$ cat config.mk
export PLATFORM = sky130hd
export DESIGN_NAME = powlib_busmem
export DESIGN_NICKNAME = d
export VERILOG_FILES = /design/src/rtl/powlib_busmem_pkg.sv /design/src/rtl/powlib_busmem_ram.sv /design/src/rtl/powlib_busmem.sv
export SDC_FILE = /design/constraint.sdc
export NUM_CORES = 1
export LEC_CHECK = 0
export ABC_CLOCK_PERIOD_IN_PS = 2200
export CORE_AREA = 3 3 137 165
export CTS_BUF_LIST = sky130_fd_sc_hd__clkbuf_4 sky130_fd_sc_hd__clkbuf_8 sky130_fd_sc_hd__clkbuf_16
export DETAILED_ROUTE_END_ITERATION = 8
export DIE_AREA = 0 0 140 168
export PLACE_DENSITY_LB_ADDON = 0.2
export SLEW_MARGIN = 20
export SYNTH_ARGS = -nofsm -noshare
export SYNTH_HDL_FRONTEND = slang
export SYNTH_SLANG_ARGS = --single-unit
$ cat constraint.sdc
create_clock -name clk -period 2.2 [get_ports clk]
set_input_delay 0.22 -clock clk [delete_from_list [all_inputs] [get_ports clk]]
set_output_delay 0.22 -clock clk [all_outputs]
set_load 0.02 [all_outputs]
$ cat src/rtl/powlib_busmem_pkg.sv
// Shared bus definitions for powlib bus endpoints: byte width, operation codes
// and field offsets of a packed {oper, addr, be, data} bus word.
package powlib_busmem_pkg;

    localparam int POWLIB_BW           = 8;
    localparam int POWLIB_BUS_OP_WRITE = 0;
    localparam int POWLIB_BUS_OP_READ  = 1;

    // LSB positions of each field inside a packed bus word, shared with busfifo users
    function automatic int powlib_bus_data_lsb();
        return 0;
    endfunction

    function automatic int powlib_bus_be_lsb(input int bpd);
        return bpd * POWLIB_BW;
    endfunction

    function automatic int powlib_bus_addr_lsb(input int bpd);
        return bpd * POWLIB_BW + bpd;
    endfunction

    function automatic int powlib_bus_oper_lsb(input int bpd, input int aw);
        return bpd * POWLIB_BW + bpd + aw;
    endfunction

endpackage

$ cat src/rtl/powlib_busmem_ram.sv
// D x DW register array with per-byte write enables and asynchronous read.
// Kept separate so a vendor RAM can replace it without touching the bus logic.
module powlib_busmem_ram
    import powlib_busmem_pkg::*;
#(
    parameter int  D   = 4,
    parameter int  BPD = 4,
    parameter int  AW  = 3,
    localparam int DW  = BPD * POWLIB_BW
) (
    input  logic          clk,
    input  logic          we,
    input  logic [AW-1:0] addr,
    input  logic [BPD-1:0] wbe,
    input  logic [DW-1:0] wdata,
    output logic [DW-1:0] rdata
);

    logic [DW-1:0] mem_q [D];
    logic [DW-1:0] mem_d [D];

    // Full-width address compare per entry: out-of-range addresses match nothing
    always_comb begin
        rdata = '0;
        for (int i = 0; i < D; i++) begin
            mem_d[i] = mem_q[i];
            if (addr == AW'(i)) begin
                rdata = mem_q[i];
                if (we) begin
                    for (int b = 0; b < BPD; b++) begin
                        if (wbe[b]) begin
                            mem_d[i][b*POWLIB_BW +: POWLIB_BW] = wdata[b*POWLIB_BW +: POWLIB_BW];
                        end
                    end
                end
            end
        end
    end

    always_ff @(posedge clk) begin
        for (int i = 0; i < D; i++) begin
            mem_q[i] <= mem_d[i];
        end
    end

endmodule

$ cat src/rtl/powlib_busmem.sv
// Bus-slave scratch memory: writes update the RAM, reads return one response word.
// Optional miss reporting (err pulse, errcnt, rdbe=0 on read miss) under POWLIB_BUSMEM_ERR_EN.
module powlib_busmem
    import powlib_busmem_pkg::*;
#(
    parameter int    B_BPD = 4,
    parameter int    B_AW  = 2,
    parameter int    B_OW  = 1,
    parameter int    D     = 4,
    parameter int    BASE  = 0,
    parameter string ID    = "BUSMEM",
    parameter int    EDBG  = 0,
    localparam int   B_DW  = B_BPD * POWLIB_BW
) (
    input  logic             clk,
    input  logic             rst,
    input  logic [B_DW-1:0]  wrdata,
    input  logic [B_BPD-1:0] wrbe,
    input  logic [B_AW-1:0]  wraddr,
    input  logic [B_OW-1:0]  wroper,
    input  logic             wrvld,
    output logic             wrrdy,
    output logic [B_DW-1:0]  rddata,
    output logic [B_BPD-1:0] rdbe,
    output logic [B_AW-1:0]  rdaddr,
    output logic [B_OW-1:0]  rdoper,
    output logic             rdvld,
`ifdef POWLIB_BUSMEM_ERR_EN
    output logic             err,
    output logic [15:0]      errcnt,
`endif
    input  logic             rdrdy
);

    localparam logic [B_AW:0]   BASE_X = (B_AW+1)'(BASE);
    localparam logic [B_AW:0]   END_X  = (B_AW+1)'(BASE + D);
    localparam logic [B_OW-1:0] OP_RD  = B_OW'(POWLIB_BUS_OP_READ);

    if (D < 1 || D > (1 << B_AW)) begin : g_bad_depth
        $error("%s: depth %0d outside 1..2**B_AW", ID, D);
    end
    if (EDBG != 0) begin : g_edbg
        $info("%s: per-transaction debug display is a simulation-model feature only", ID);
    end

    logic [B_AW:0]    addr_x;
    logic [B_AW:0]    idx;
    logic             hit;
    logic             is_rd;
    logic             acc;
    logic             rd_acc;
    logic             wr_en;
    logic [B_DW-1:0]  ram_rdata;

    logic             rdvld_q,  rdvld_d;
    logic [B_DW-1:0]  rddata_q, rddata_d;
    logic [B_BPD-1:0] rdbe_q,   rdbe_d;
    logic [B_AW-1:0]  rdaddr_q, rdaddr_d;
    logic [B_OW-1:0]  rdoper_q, rdoper_d;
`ifdef POWLIB_BUSMEM_ERR_EN
    logic             err_q,    err_d;
    logic [15:0]      errcnt_q, errcnt_d;
`endif

    // A full response slot stalls every request, so order stays strict
    assign wrrdy = !rdvld_q || rdrdy;

    always_comb begin
        addr_x = {1'b0, wraddr};
        hit    = (addr_x >= BASE_X) && (addr_x < END_X);
        idx    = addr_x - BASE_X;
        is_rd  = (wroper == OP_RD);
        acc    = wrvld && wrrdy && !rst;
        rd_acc = acc && is_rd;
        wr_en  = acc && !is_rd && hit;

        rdvld_d  = rdvld_q;
        rddata_d = rddata_q;
        rdbe_d   = rdbe_q;
        rdaddr_d = rdaddr_q;
        rdoper_d = rdoper_q;
        if (rdvld_q && rdrdy) begin
            rdvld_d = 1'b0;
        end
        if (rd_acc) begin
            rdvld_d  = 1'b1;
            rddata_d = hit ? ram_rdata : '0;
`ifdef POWLIB_BUSMEM_ERR_EN
            rdbe_d   = hit ? wrbe : '0;
`else
            rdbe_d   = wrbe;
`endif
            rdaddr_d = wraddr;
            rdoper_d = OP_RD;
        end

`ifdef POWLIB_BUSMEM_ERR_EN
        err_d    = acc && !hit;
        errcnt_d = errcnt_q;
        if (acc && !hit && errcnt_q != 16'hFFFF) begin
            errcnt_d = errcnt_q + 16'd1;
        end
`endif
    end

    always_ff @(posedge clk or posedge rst) begin
        if (rst) begin
            rdvld_q  <= 1'b0;
            rddata_q <= '0;
            rdbe_q   <= '0;
            rdaddr_q <= '0;
            rdoper_q <= '0;
`ifdef POWLIB_BUSMEM_ERR_EN
            err_q    <= 1'b0;
            errcnt_q <= '0;
`endif
        end else begin
            rdvld_q  <= rdvld_d;
            rddata_q <= rddata_d;
            rdbe_q   <= rdbe_d;
            rdaddr_q <= rdaddr_d;
            rdoper_q <= rdoper_d;
`ifdef POWLIB_BUSMEM_ERR_EN
            err_q    <= err_d;
            errcnt_q <= errcnt_d;
`endif
        end
    end

    powlib_busmem_ram #(
        .D   (D),
        .BPD (B_BPD),
        .AW  (B_AW + 1)
    ) u_ram (
        .clk   (clk),
        .we    (wr_en),
        .addr  (idx),
        .wbe   (wrbe),
        .wdata (wrdata),
        .rdata (ram_rdata)
    );

    assign rdvld  = rdvld_q;
    assign rddata = rddata_q;
    assign rdbe   = rdbe_q;
    assign rdaddr = rdaddr_q;
    assign rdoper = rdoper_q;
`ifdef POWLIB_BUSMEM_ERR_EN
    assign err    = err_q;
    assign errcnt = errcnt_q;
`endif

endmodule

After elaboration in Yosys (flattened, before gate mapping) --
Memory sizes are Yosys's and may differ from the RTL's. Index checks and enable logic that the tools add are counted.
Word-level totals: flip-flop bits (word level) 40, RAM bits 128, input bits 43, logic and storage cells 50, memories kept 1
Memories:
- u_ram.mem_q | words 4, bits a word 32, rd ports 4, clocked after memory_dff 0, write ports 4, RTL line powlib_busmem_ram.sv:19 | logic [DW-1:0] mem_q [D];
Cells by class: equality and inequality tests 3, mux-type cells 30, reductions and logical operators 11
Operators by type and width (count):
- $mux W32 | 12
- $mux W8 | 16
- $logic_and A1 B1 Y1 | 5
- $eq A2 B2 Y1 const B | 2
- $logic_not A1 Y1 | 3
- $logic_not A3 Y1 | 1
- $eq A2 B1 Y1 const B | 1
- $mux W1 | 2
- $reduce_bool A2 Y1 | 1
- $logic_or A1 B1 Y1 | 1

Depth between registers and ports, before layout --
depth in word-level cells 7, depth in mapped cells 6, gate-level depth less buffers 3

Modules after synthesis --
A second synthesis with hierarchy kept.
Second synthesis, totals: cells, all modules 354, area, all modules 6675.2 µm²
Modules (own cells, without submodules):
- powlib_busmem_ram | times used 1, cells an instance 265, area an instance 4996.0 µm², sequential area each 3843.7 µm²
- powlib_busmem | times used 1, cells an instance 89, area an instance 1679.1 µm², sequential area each 1001.0 µm²

Worst setup path after synthesis --
OpenSTA, ideal clock, no wires.
path type register to register, start register rdvld (netlist name), end memory u_ram.mem_q[0][0] (netlist name) (enable), library setup time 0.383 ns, data arrival time 1.478 ns, slack 0.339 ns, stages on the path, launching flop included 5, path buffers 1, cells stage by stage dfrtp_1 > nand2b_4 > buf_6 > nand4b_1 > nor3_1
RTL lines (RTL line):
- end, declared | powlib_busmem_ram.sv:19

Worst setup path after layout --
start register rdvld_q (netlist: rdvld), end output port wrrdy
On the way: cells in the longest elaborated chain, start to end 2
Ends and longest elaborated chain:
- start, declared | RTL line powlib_busmem.sv:55 | logic rdvld_q, rdvld_d;
- start signal, assigned | RTL line powlib_busmem.sv:118 | rdvld_q <= rdvld_d;
- $logic_not A1 Y1 | RTL line powlib_busmem.sv:66 | assign wrrdy = !rdvld_q || rdrdy;
- $logic_or A1 B1 Y1 | RTL line powlib_busmem.sv:66
- end, declared | RTL line powlib_busmem.sv:22 | output logic wrrdy,
Every way passes these cells.

==> reports/results.ini <==
[outcome]
status=complete, no violations

[global_routing]
grt_pass1_vias=3317
grt_max_degree=41
grt_first_pass_wirelength_um=19900
grt_antenna_before_repair=0
grt_overflow=0
track_usage_pct=11.3

[pwr]
share_comb_of_total_power_pct=13.2
p_leak_nw=2.79
peakVddDrop_mv=0.510
powerDensity_nw_per_um2=913
clkPwrFrac_pct=37.0
switching_power_mw=1.73
pwr-share-seq_pct=49.8
internal-power_mw=5.71
total_power_mw=7.43
swShare_pct=23.3

[timing]
setup_viol=0
fin_worst_hold_slack_ns=0.201
slew_headroom_pct=66.0
drv_slew=0
tightestPinTransition_ns=0.510
clock.fmax_mhz=545
fin_crit_sh_pct=83.4
rsz0062_at_grt=no
clock_skew_ns=0.00783
min_period_ns=1.83
hold_viol=0
tns_ns=0

[critical_path]
critical_path.startpoint_type=flop
critical_path_arrival_ns=1.61
crit_fanout=7
path_class=flop to output pin
crit_required_ns=1.98
cp-end-kind=output pin

[cts]
clk_path_buf_depth=2
post_cts_buffers=0
cts_made_buffers=17
root_buffer=clkbuf_16
clock_sinks=168
cts_tree=yes
cts_resized=0
htreeDepth=4
clkTransAtPathRegs_ns=0.06
cts-hold-fix-buffers=0
clock_latency_ns=0.42

[route]
final_antenna_net_count=0
drt_iter0_drc=147
vias=3033
drt-total-wl_um=12500
via_per_inst=4.47
firstDrtPassIters=4
wl_per_cell_um=18.4
drc=0

[place]
dp_cells=646
gp_congestion=0.683
port_buffers=83
hpwl_um=8370

[logic_synthesis]
synth-seq-area-share_pct=77.0
post_synth_inst_count=281
ys.flop_type=edfxtp_1
yosysMostFrequentCell=edfxtp_1
synth_top_area_cell=edfxtp_1
netlist_area_um2=6290
synth.top_cell.area_share_pct=61.1
synth_commonest_cells=128 x edfxtp_1, 40 x dfrtp_1, 32 x mux4_2
synth-seq-cells=168
yosys-top-cells-area=edfxtp_1 61%, dfrtp_1 16%, mux4_2 11%
syn_avg_cell_area_um2=22.4
ys.warnings.count=0
synth.distinct_cells=19
synth_edf_count=128
async_flop_share_pct=23.8
synthesis.nets=324

[cells_and_area]
final_core_util_pct=38.7
nets=438
multi_input_area_um2=1350
drive_gt1_share_pct=32.6
diodes=0
n_fill_cell=1937
register_area_um2=4840
syn_to_final_growth_pct=29.4
fin_cells=678

[die]
start_util_pct=29.9
die_w_um=140
ios=84
fp.dieH_um=168
num_rows=58
dieArea_um2=23500
coreArea_um2=21000

[hold_path]
hp-class=input pin to async pin

[job]
cap_violations=0

cells by family (layout without fill, tap and decap cells):
group | after synthesis | count (layout) | synth area share (%)
buffers and inverters | 14 | 141 | 1.65
AND/OR/NAND/NOR | 29 | 29 | 2.60
multiplexers | 70 | 70 | 18.8
flip-flops | 168 | 168 | 77.0
cell usage in the layout, fill, tap and decap left out:
cell,n
nand2b_4,1
nand2_1,3
buf_4,21
clkinv_2,4
and3_4,1
nor3_1,4
clkinv_1,1
clkinvlp_4,4
or2_2,1
nor2_1,12
clkbuf_16,17
edfxtp_1,128
inv_6,3
buf_2,2
inv_2,1
mux2_4,9
dfrtp_1,40
clkinv_4,2
nand2b_1,2
clkdlybuf4s50_1,81
mux4_2,32
bufinv_16,1
buf_12,4
nor2b_2,1
mux2_2,29
nand4b_1,4
worst max-delay path, stage by stage (launching register included):
cell and delay, ns:
dfrtp_1 0.44, nand2b_4 0.14, clkdlybuf4s50_1 0.63
power groups by stage:
stage | sequential (mW) | combinational [mW] | clock, mW
final | 3.70 | 0.985 | 2.75
after global routing | 3.73 | 1.05 | 2.98
after CTS | 3.71 | 1.01 | 2.84
after detailed placement | 3.78 | 1.01 | 0
after global placement | 3.77 | 0.997 | 0
after floorplan | 3.94 | 0.303 | 0
final cells by class:
type	instances	area share, %
Clock buffer	17	5.22
Clock inverter	15	1.57
Inverter	1	0.0461
Multi-Input combinational cell	99	16.5
Sequential cell	168	59.5
Tap cell	270	4.15
Timing Repair Buffer	108	13.0
registers in the layout, indices dropped and copies added (netlist names):
signal	cells
rdaddr	2
rdbe	4
rddata	32
rdoper	1
rdvld	1
u_ram.mem_q	128
path summary, 6_finish.rpt:
kind                                     from                     endpoint  slack [ns]  cells after the start
setup / recovery            rdvld$_DFFE_PP0P_                        wrrdy        0.37                      2
hold / removal                            rst          rdbe[3]$_DFFE_PP0P_        0.20                      2
setup reg to reg            rdvld$_DFFE_PP0P_  u_ram.mem_q[0][4]$_DFFE_PP_        0.68                      4
hold reg to reg            rdoper$_DFFE_PP0P_           rdoper$_DFFE_PP0P_        0.47                      1
max in group asynchronous                 rst       rddata[26]$_DFFE_PP0P_        1.38                      3
min in group clk                    wraddr[1]       rddata[16]$_DFFE_PP0P_        0.38                      3
layer usage:
layer	GRT usage, %	vias up	share of wire (%)
li1	-	1359	-
met1	14.3	1595	43
met3	2.64	14	3.3
met5	0	-	0
met2	18.8	65	52
met4	4.80	0	1.6
metrics by stage:
step | worst slack, ns | area, um^2
detailed placement | 0.242 | 7590
floorplan | 0.339 | 6290
CTS | 0.322 | 8140
global placement | 0.278 | 7590
global route | 0.294 | 8140
finish | 0.366 | 8140
No activity file was read; power rests on OpenSTA's default activity.
